==> src/rtl/alu_issue_stage_pkg.sv <==
// alu_issue_stage_pkg
//   Shared encodings for the ALU issue stage: operand-select codes,
//   issue-register state encoding and the EXU ALU opcodes.
package alu_issue_stage_pkg;

  // Operand select codes. Both sources share the same numbering:
  // 0 = register, 1 = alternate (pc / imm), 2 = constant, 3 = reserved.
  localparam logic [1:0] SEL_RS    = 2'd0;
  localparam logic [1:0] SEL_ALT   = 2'd1;
  localparam logic [1:0] SEL_CONST = 2'd2;

  localparam logic [1:0] SRC1_SEL_RS1  = SEL_RS;
  localparam logic [1:0] SRC1_SEL_PC   = SEL_ALT;
  localparam logic [1:0] SRC1_SEL_ZERO = SEL_CONST;

  localparam logic [1:0] SRC2_SEL_RS2  = SEL_RS;
  localparam logic [1:0] SRC2_SEL_IMM  = SEL_ALT;
  localparam logic [1:0] SRC2_SEL_FOUR = SEL_CONST;

  typedef enum logic [1:0] {
    ST_EMPTY = 2'd0,
    ST_ONE   = 2'd1,
    ST_TWO   = 2'd2
  } issue_state_t;

  localparam logic [3:0] OPT_EXU_ADD  = 4'd0;
  localparam logic [3:0] OPT_EXU_SUB  = 4'd1;
  localparam logic [3:0] OPT_EXU_AND  = 4'd2;
  localparam logic [3:0] OPT_EXU_OR   = 4'd3;
  localparam logic [3:0] OPT_EXU_XOR  = 4'd4;
  localparam logic [3:0] OPT_EXU_SLL  = 4'd5;
  localparam logic [3:0] OPT_EXU_SRL  = 4'd6;
  localparam logic [3:0] OPT_EXU_SRA  = 4'd7;
  localparam logic [3:0] OPT_EXU_SLT  = 4'd8;

  // Write-back bypass applies only to a live, non-x0 destination that
  // matches the source index.
  function automatic logic fwd_hit(input logic fwd_valid,
                                   input logic [4:0] fwd_rd,
                                   input logic [4:0] rs_idx);
    return fwd_valid && (fwd_rd != 5'd0) && (fwd_rd == rs_idx);
  endfunction

endpackage

==> src/rtl/alu_issue_stage_operand_sel.sv <==
// alu_issue_stage_operand_sel
//   Combinational operand select with write-back forwarding for one source.
//   Ports:
//     sel        operand select code (register / alternate / constant)
//     rs_idx     source register index
//     rs_data    register-file read data
//     alt_data   pc for src1, immediate for src2
//     fwd_*      write-back forwarding port
//     operand    selected operand
//   IS_SRC2 chooses the constant: 4 for src2, zero for src1.
module alu_issue_stage_operand_sel
  import alu_issue_stage_pkg::*;
#(
  parameter int ISA_WIDTH = 32,
  parameter bit IS_SRC2   = 1'b0
) (
  input  logic [1:0]           sel,
  input  logic [4:0]           rs_idx,
  input  logic [ISA_WIDTH-1:0] rs_data,
  input  logic [ISA_WIDTH-1:0] alt_data,
  input  logic                 fwd_valid,
  input  logic [4:0]           fwd_rd,
  input  logic [ISA_WIDTH-1:0] fwd_data,
  output logic [ISA_WIDTH-1:0] operand
);

  localparam logic [ISA_WIDTH-1:0] CONST_VAL =
    IS_SRC2 ? {{(ISA_WIDTH-3){1'b0}}, 3'b100} : {ISA_WIDTH{1'b0}};

  always_comb begin
    operand = '0;
    case (sel)
      SEL_RS:    operand = fwd_hit(fwd_valid, fwd_rd, rs_idx) ? fwd_data : rs_data;
      SEL_ALT:   operand = alt_data;
      SEL_CONST: operand = CONST_VAL;
      default:   operand = '0;
    endcase
  end

endmodule

==> src/rtl/alu_issue_stage.sv <==
// alu_issue_stage
//   Decode-to-execute issue register. Captures decoded instructions from the
//   IDU, selects and forwards ALU operands at capture, and presents them to
//   the EXU from a registered main entry backed by a one-deep skid entry.
//   Ports:
//     clock, rst_n             clock, async active-low reset
//     in_valid / in_ready      IDU handshake (in_ready is a flop)
//     in_rs*_idx, in_rs*_data  source indices and register-file data
//     in_pc, in_imm            alternate operands
//     in_src1_sel, in_src2_sel operand select codes
//     in_opt, in_if_unsigned, in_rd, in_wen   pass-through fields
//     fwd_valid, fwd_rd, fwd_data             write-back forwarding
//     flush                    drop every held instruction
//     out_valid / out_ready    EXU handshake
//     out_*                    registered operands and pass-through fields
//
//   state | meaning
//   EMPTY | nothing held, outputs hold last loaded values
//   ONE   | main entry valid, skid empty
//   TWO   | main and skid both valid, input stalled
module alu_issue_stage
  import alu_issue_stage_pkg::*;
#(
  parameter int ISA_WIDTH = 32,
  parameter int OPT_WIDTH = 4
) (
  input  logic                 clock,
  input  logic                 rst_n,
  input  logic                 in_valid,
  output logic                 in_ready,
  input  logic [4:0]           in_rs1_idx,
  input  logic [4:0]           in_rs2_idx,
  input  logic [ISA_WIDTH-1:0] in_rs1_data,
  input  logic [ISA_WIDTH-1:0] in_rs2_data,
  input  logic [ISA_WIDTH-1:0] in_pc,
  input  logic [ISA_WIDTH-1:0] in_imm,
  input  logic [1:0]           in_src1_sel,
  input  logic [1:0]           in_src2_sel,
  input  logic [OPT_WIDTH-1:0] in_opt,
  input  logic                 in_if_unsigned,
  input  logic [4:0]           in_rd,
  input  logic                 in_wen,
  input  logic                 fwd_valid,
  input  logic [4:0]           fwd_rd,
  input  logic [ISA_WIDTH-1:0] fwd_data,
  input  logic                 flush,
  output logic                 out_valid,
  input  logic                 out_ready,
  output logic [ISA_WIDTH-1:0] out_src1,
  output logic [ISA_WIDTH-1:0] out_src2,
  output logic [OPT_WIDTH-1:0] out_opt,
  output logic                 out_if_unsigned,
  output logic [4:0]           out_rd,
  output logic                 out_wen
);

  issue_state_t state;

  logic [ISA_WIDTH-1:0] new_src1;
  logic [ISA_WIDTH-1:0] new_src2;

  logic [ISA_WIDTH-1:0] skid_src1;
  logic [ISA_WIDTH-1:0] skid_src2;
  logic [OPT_WIDTH-1:0] skid_opt;
  logic                 skid_if_unsigned;
  logic [4:0]           skid_rd;
  logic                 skid_wen;

  logic in_fire;
  logic out_fire;

  assign in_fire  = in_valid && in_ready;
  assign out_fire = out_valid && out_ready;

  alu_issue_stage_operand_sel #(
    .ISA_WIDTH (ISA_WIDTH),
    .IS_SRC2   (1'b0)
  ) u_sel_src1 (
    .sel       (in_src1_sel),
    .rs_idx    (in_rs1_idx),
    .rs_data   (in_rs1_data),
    .alt_data  (in_pc),
    .fwd_valid (fwd_valid),
    .fwd_rd    (fwd_rd),
    .fwd_data  (fwd_data),
    .operand   (new_src1)
  );

  alu_issue_stage_operand_sel #(
    .ISA_WIDTH (ISA_WIDTH),
    .IS_SRC2   (1'b1)
  ) u_sel_src2 (
    .sel       (in_src2_sel),
    .rs_idx    (in_rs2_idx),
    .rs_data   (in_rs2_data),
    .alt_data  (in_imm),
    .fwd_valid (fwd_valid),
    .fwd_rd    (fwd_rd),
    .fwd_data  (fwd_data),
    .operand   (new_src2)
  );

  // out_valid and in_ready are kept as their own flops so neither output has
  // a combinational path from out_ready or from the state decode.
  always_ff @(posedge clock or negedge rst_n) begin
    if (!rst_n) begin
      state            <= ST_EMPTY;
      out_valid        <= 1'b0;
      in_ready         <= 1'b1;
      out_src1         <= '0;
      out_src2         <= '0;
      out_opt          <= '0;
      out_if_unsigned  <= 1'b0;
      out_rd           <= '0;
      out_wen          <= 1'b0;
      skid_src1        <= '0;
      skid_src2        <= '0;
      skid_opt         <= '0;
      skid_if_unsigned <= 1'b0;
      skid_rd          <= '0;
      skid_wen         <= 1'b0;
    end else if (flush) begin
      // Main entry data is left untouched so outputs hold while invalid.
      state     <= ST_EMPTY;
      out_valid <= 1'b0;
      in_ready  <= 1'b1;
    end else begin
      case (state)
        ST_EMPTY: begin
          if (in_fire) begin
            out_src1        <= new_src1;
            out_src2        <= new_src2;
            out_opt         <= in_opt;
            out_if_unsigned <= in_if_unsigned;
            out_rd          <= in_rd;
            out_wen         <= in_wen;
            state           <= ST_ONE;
            out_valid       <= 1'b1;
            in_ready        <= 1'b1;
          end
        end
        ST_ONE: begin
          if (in_fire && out_fire) begin
            out_src1        <= new_src1;
            out_src2        <= new_src2;
            out_opt         <= in_opt;
            out_if_unsigned <= in_if_unsigned;
            out_rd          <= in_rd;
            out_wen         <= in_wen;
          end else if (out_fire) begin
            state     <= ST_EMPTY;
            out_valid <= 1'b0;
            in_ready  <= 1'b1;
          end else if (in_fire) begin
            skid_src1        <= new_src1;
            skid_src2        <= new_src2;
            skid_opt         <= in_opt;
            skid_if_unsigned <= in_if_unsigned;
            skid_rd          <= in_rd;
            skid_wen         <= in_wen;
            state            <= ST_TWO;
            in_ready         <= 1'b0;
          end
        end
        ST_TWO: begin
          if (out_fire) begin
            out_src1        <= skid_src1;
            out_src2        <= skid_src2;
            out_opt         <= skid_opt;
            out_if_unsigned <= skid_if_unsigned;
            out_rd          <= skid_rd;
            out_wen         <= skid_wen;
            state           <= ST_ONE;
            in_ready        <= 1'b1;
          end
        end
        default: begin
          state     <= ST_EMPTY;
          out_valid <= 1'b0;
          in_ready  <= 1'b1;
        end
      endcase
    end
  end

endmodule

==> config.mk <==
export PLATFORM = sky130hd
export DESIGN_NAME = alu_issue_stage
export DESIGN_NICKNAME = d
export VERILOG_FILES = /design/src/rtl/alu_issue_stage_pkg.sv /design/src/rtl/alu_issue_stage_operand_sel.sv /design/src/rtl/alu_issue_stage.sv
export SDC_FILE = /design/constraint.sdc
export NUM_CORES = 1
export LEC_CHECK = 0
export BUFFER_PORTS_ARGS = -buffer_cell sky130_fd_sc_hd__buf_2
export CORE_MARGIN = 1
export CORE_UTILIZATION = 53
export CTS_BUF_LIST = sky130_fd_sc_hd__clkbuf_16
export DETAILED_ROUTE_END_ITERATION = 16
export GPL_TIMING_DRIVEN = 0
export PLACE_DENSITY_LB_ADDON = 0.2
export SLEW_MARGIN = 20
export SYNTH_ARGS = -nofsm -noshare
export SYNTH_HDL_FRONTEND = slang
export SYNTH_HIERARCHICAL = 1
export SYNTH_SLANG_ARGS = --single-unit
==> constraint.sdc <==
create_clock -name clock -period 2.3 [get_ports clock]
set_clock_uncertainty 0.2 [all_clocks]
set_input_delay 0.46 -clock clock [delete_from_list [all_inputs] [get_ports clock]]
set_output_delay 0.46 -clock clock [all_outputs]
set_load 0.05 [all_outputs]
==> results.toml, run 1 <==
[status]
status = "complete, no violations"

[global_routing]
gr-total-overflow = 0
grt_max_degree = 96
track_usage = 0.322
grt_pass1_vias = 8151
antenna_found_initial = 0
grt_first_pass_wirelength_um = 44100

[yosys]
synth_cell_types = 56
synth_top_family_by_area = "compound AO/OA/AOI/OAI gates"
yosys.area.top_type = "dfrtp_1"
seq_area_frac_synth = 0.407
syn_nets = 1044
yosysMostFrequentCell = "dfrtp_1"
synth_adder_area_share = 0.00106
synth.avg_cell_area_um2 = 11.2
ys.flop_type = "dfrtp_1"
yosysTopAreaCellShare = 0.404
ys_ff_latch = 154
synthTopCellsByArea = "dfrtp_1 (40%), mux2_4 (7.9%), mux2i_1 (7.9%), a41oi_2 (5.0%), o31ai_1 (4.9%)"
synth_commonest_cells = "dfrtp_1 (153), nor2_1 (111), a21oi_1 (75), mux2i_1 (75), o31ai_1 (62)"
synth_edf_count = 0
synth_compound_area_frac = 0.261
netlist_instances = 848
synth_simple_gate_area_share = 0.0641
syn_area_um2 = 9470
synth.area.mux_share = 0.188
ys_async_sr_fraction = 1.00
synthXorXnorAreaFrac = 0.00991
yosysWarnings = 6

[run]
maxCapViolCount = 0

[sta]
finalMaxSlewViolations = 0
finalHoldViolations = 0
final.setup.tns_ns = 0
rsz0062_at_grt = "no"
relSlewSlack = 0.504
hold_ws_ns = 0.0767
period_minus_slack_ns = 2.28
worst_pin_slew_ns = 0.744
fmax_mhz = 439
setup_violations = 0
min_period_over_period = 0.990

[setup_path]
slowest_delay_ns = 0.57
path_cells = "buf_2 > or4_4 > a21oi_4 > buf_4 > clkbuf_2 > o31ai_1 > o211a_1 > mux2_4"
startpoint_type = "input pin"
cp_data_arrival_time_ns = 2.39
slowest_stage = "or4_4"
cp-end-kind = "flip-flop"
crit_buf_inv = 3
cp_top_family = "simple AND/OR/NAND/NOR gates"
crit_type = "input pin to flip-flop"
cp_max_fo = 10
cp.required_ns = 2.41

[floorplanning]
rows = 48
start_util = 0.546
core_um2 = 17400
dieArea_um2 = 18400
die_h_um = 136
die_w_um = 136
num_io_pins = 273

[finish]
seq_area_um2 = 3850
multi_input_area_um2 = 4990
area_growth_pct = 24.8
drive_above_1_share = 0.446
nets = 1343
n_antenna_cell = 0
final_area_um2 = 11800
fillers = 1362

[placed_design]
io_buffers = 270
dp_hpwl_um = 21900
dpl-instance-area_um2 = 11100
gp_congestion = 0.896

[clocking]
cts.clk_slew.worst_paths_ns = 0.07
htree_levels = 4
clock_latency_ns = 0.43
cts-root-buf = "clkbuf_16"
clk_path_buf_depth = 2
cts_sinks = 154
cts_buffers = 17
cts_tree = "done"

[drt]
wl_per_cell_um = 21.1
vias_per_cell = 5.89
route.detailed.drc = 0
detail-route-antenna-nets = 0
vias = 8155
drt_iter0_markers = 496
drtPass1Iterations = 5
routed_wl_um = 29300

[power]
power.static_leakage_nw = 5.51
powerDensity_nw_per_um2 = 1020
max-vdd-ir-drop_uv = 596

[min_path]
hold_path_class = "input pin to flip-flop"
-- metrics by stage --
stage | cells | setup WS [ns] | utilization | power, mW
global placement | 1343 | -1.77 | 0.640 | 9.09
finish | 1385 | 0.0239 | 0.681 | 12.0
detailed placement | 1344 | -0.527 | 0.642 | 9.21
CTS | 1377 | 0.00370 | 0.677 | 12.0
floorplan | 848 | 0.0114 | - | 7.88
global route | 1385 | 0.00117 | 0.681 | 12.5
-- power breakdown --
part	total (mW)	switching, mW	leakage, nW	internal, mW
sequential	4.41	0.626	1.86	3.78
combinational	4.85	3.14	3.36	1.72
clock	2.77	1.18	0.285	1.60
-- logic make-up (layout without fill, tap and decap cells) --
kind of cell,count (synthesis),in the layout
AND/OR/NAND/NOR,135,135
AO/OA/AOI/OAI,276,276
XOR/XNOR,9,9
adder cells (fa/ha/maj),1,1
flip-flops,154,154
buffers and inverters,123,435
multiplexers,150,150
-- state kept, by name, summed over array words and instances (netlist names), 2 cells and up --
signal / count
state: 2
skid_rd: 5
skid_opt: 4
out_rd: 5
skid_src1: 32
skid_src2: 32
out_opt: 4
out_src1: 32
out_src2: 32
-- worst register-to-register path, delay by kind of cell (launching register included) --
kind | cells | cell delay, ns
compound gates | 3 | 0.75
buf+inv | 2 | 0.51
flops | 1 | 0.47
simple gates | 1 | 0.13
-- cells in the final DEF (no fill, tap or decap), types with 4 or more instances in the layout --
cell type / instances
clkbuf_2: 4
a221oi_2: 30
mux2_2: 25
a21oi_1: 75
buf_2: 298
nor2_1: 111
xnor2_1: 5
clkbuf_1: 27
clkbuf_16: 17
buf_4: 12
o211a_1: 31
a41oi_2: 29
mux2i_1: 75
o21a_1: 31
inv_1: 40
mux2_4: 50
o31ai_1: 62
buf_6: 18
dfrtp_1: 153
clkinv_4: 6
-- area by class of cell --
| type | instances | share of cell area |
|---|---|---|
| plain buffers | 85 | 0.0438 |
| flip-flops and latches | 154 | 0.326 |
| repair buffers | 280 | 0.123 |
| inverters | 38 | 0.0121 |
| multi-input cells | 571 | 0.422 |
| well taps | 225 | 0.0238 |
| clock inverters | 15 | 0.0129 |
| clock buffers | 17 | 0.0360 |
-- worst paths after layout --
kind,startpoint,endpoint,slack (ns),cells past startpoint
worst max-delay path,fwd_rd[0],skid_src2[20],0.02,8
min in group asynchronous,rst_n,out_src1[21],0.36,2
worst min-delay path,in_rd[4],skid_rd[4],0.08,2
worst max register to register,out_valid,out_src2[1],0.12,6
worst min register to register,skid_src2[7],skid_src2[7],0.31,1
max in group asynchronous,rst_n,out_src2[10],0.70,3
-- metal layers --
layer,GRT usage,up-vias,wire (um)
li1,-,3751,-
met1,0.418,3997,12500
met2,0.530,347,14100
met3,0.0569,60,1780
met4,0.134,0,881
met5,0,-,0
-- repair_timing --
item,CTS,global route
pin swaps,1,4
gates cloned,0,0
hold buffers,1,0
endpoints found under the hold margin,58,0
resized for setup,6,4
endpoints found under the setup margin,54,72
setup buffers,0,8
Power figures use the tool's default switching activity.
==> inputs of run 2 (changes only) <==
CORE_MARGIN = 4   (was 1)
CORE_UTILIZATION = 45   (was 53)
==> results.toml, run 2 (synthesis gave the netlist of run 1 again) <==
[setup_path]
cp_top_family = "compound AO/OA/AOI/OAI gates"
crit_top_cell = "buf_2"
path_cells = "buf_2 > or4_4 > a21oi_4 > buf_4 > buf_2 > o31ai_1 > o211a_1 > mux2_4"
cp-end-kind = "flip-flop"
cp_max_fo = 10
crit_type = "input pin to flip-flop"
cp.required_ns = 2.41
startpoint_type = "input pin"
slowest_stage = "or4_4"
cp_data_arrival_time_ns = 2.38
slowest_delay_ns = 0.55
crit_buf_inv = 3

[power]
max-vdd-ir-drop_uv = 510
power.total_mw = 12.1
powerDensity_nw_per_um2 = 1020
power.static_leakage_nw = 5.50

[sta]
rsz0062_at_grt = "yes"
worst_pin_slew_ns = 0.752
relSlewSlack = 0.499
setup_violations = 0
finalMaxSlewViolations = 0
fmax_mhz = 440
hold_ws_ns = 0.0731
min_period_over_period = 0.988
final.setup.tns_ns = 0
finalHoldViolations = 0
period_minus_slack_ns = 2.27

[global_routing]
grt_max_degree = 79
grt_pass1_vias = 8292
gr-total-overflow = 0
track_usage = 0.257
grt_util_met2 = 0.420
top_usage_layer = "met2"
antenna_found_initial = 2
met3_usage = 0.0489
use_met1 = 0.350
grt_first_pass_wirelength_um = 47500

[finish]
final_area_um2 = 11900
nets = 1339
fillers = 1862
layout.cells.non_filler = 1426
final_common_cell = "buf_2"
final_cell_mix = "buf_2 (301), dfrtp_1 (153), nor2_1 (111), mux2i_1 (75), a21oi_1 (75)"
area_growth_pct = 25.2
drive_above_1_share = 0.446
n_antenna_cell = 0

[clocking]
htree_levels = 4
cts.clk_slew.worst_paths_ns = 0.07
clock_latency_ns = 0.42
cts-root-buf = "clkbuf_16"
cts_buffers = 17
clk_path_buf_depth = 2
cts_sinks = 154
cts_tree = "done"

[floorplanning]
die_h_um = 153
dieArea_um2 = 23400
num_io_pins = 273
start_util = 0.462
die_w_um = 153
rows = 52
core_um2 = 20500

[drt]
drt_iter0_markers = 448
drtPass1Iterations = 5
routed_wl_um = 30700
vias_per_cell = 5.68
detail-route-antenna-nets = 0
wl_per_cell_um = 21.5
vias = 8094
route.detailed.drc = 0

[placed_design]
dp_hpwl_um = 23400
gp_congestion = 0.910
dpl-instance-area_um2 = 11200
io_buffers = 270
dp_cells = 1389

[status]
status = "complete, no violations"

[run]
maxCapViolCount = 0

[min_path]
hold_path_class = "input pin to flip-flop"
==> run 2: power by group <==
part | internal (mW) | leakage (nW) | switching, mW
logic | 1.71 | 3.35 | 3.12
registers | 3.78 | 1.86 | 0.611
clock network | 1.64 | 0.286 | 1.26
==> run 2: area by class of cell <==
class,instances,area (um2),share of cell area
tap,270,338,0.0285
timing repair buffer,276,1430,0.120
buffer,85,514,0.0433
sequential,154,3850,0.325
clock inverter,15,175,0.0148
multi-input combinational,571,4980,0.420
clock buffer,17,425,0.0359
inverter,38,143,0.0120
==> run 2: worst register-to-register path, cell delays in order, from the launching register on <==
cell and delay, ns:
dfstp_2 0.59, nand4bb_4 0.12, o22ai_2 0.23, buf_2 0.33, buf_2 0.37, nor2_1 0.08
a21oi_1 0.13
==> run 2: path summary, 6_finish.rpt <==
kind	from	to	slack [ns]	cells past startpoint
max	fwd_rd[0]	skid_src2[21]	0.03	8
min	in_rd[2]	skid_rd[2]	0.07	2
min in group asynchronous	rst_n	out_src2[28]	0.38	2
max reg2reg	in_ready	out_opt[0]	0.17	6
min reg2reg	skid_rd[3]	skid_rd[3]	0.31	1
max in group asynchronous	rst_n	in_ready	0.70	3
==> run 2: metrics by stage <==
| step | util | setup slack [ns] |
|---|---|---|
| after floorplan | - | 0.0114 |
| after detailed placement | 0.546 | -0.531 |
| after CTS | 0.577 | 0.0116 |
| final | 0.579 | 0.0272 |
| after global placement | 0.545 | -1.84 |
| after global routing | 0.579 | -0.0190 |
==> run 2: metal layers <==
metal  vias to the layer above  part of all wire
met5                         -           0.00088
met4                         4             0.016
met3                        38             0.063
met2                       309              0.48
met1                      4004              0.44
li1                       3739                 -
==> run 2: timing repair <==
action	CTS	global route
pin swaps	0	4
hold buffers	1	0
endpoints found under the hold margin	77	0
buffers inserted	0	4
resized for setup	5	7
endpoints found under the setup margin	29	67
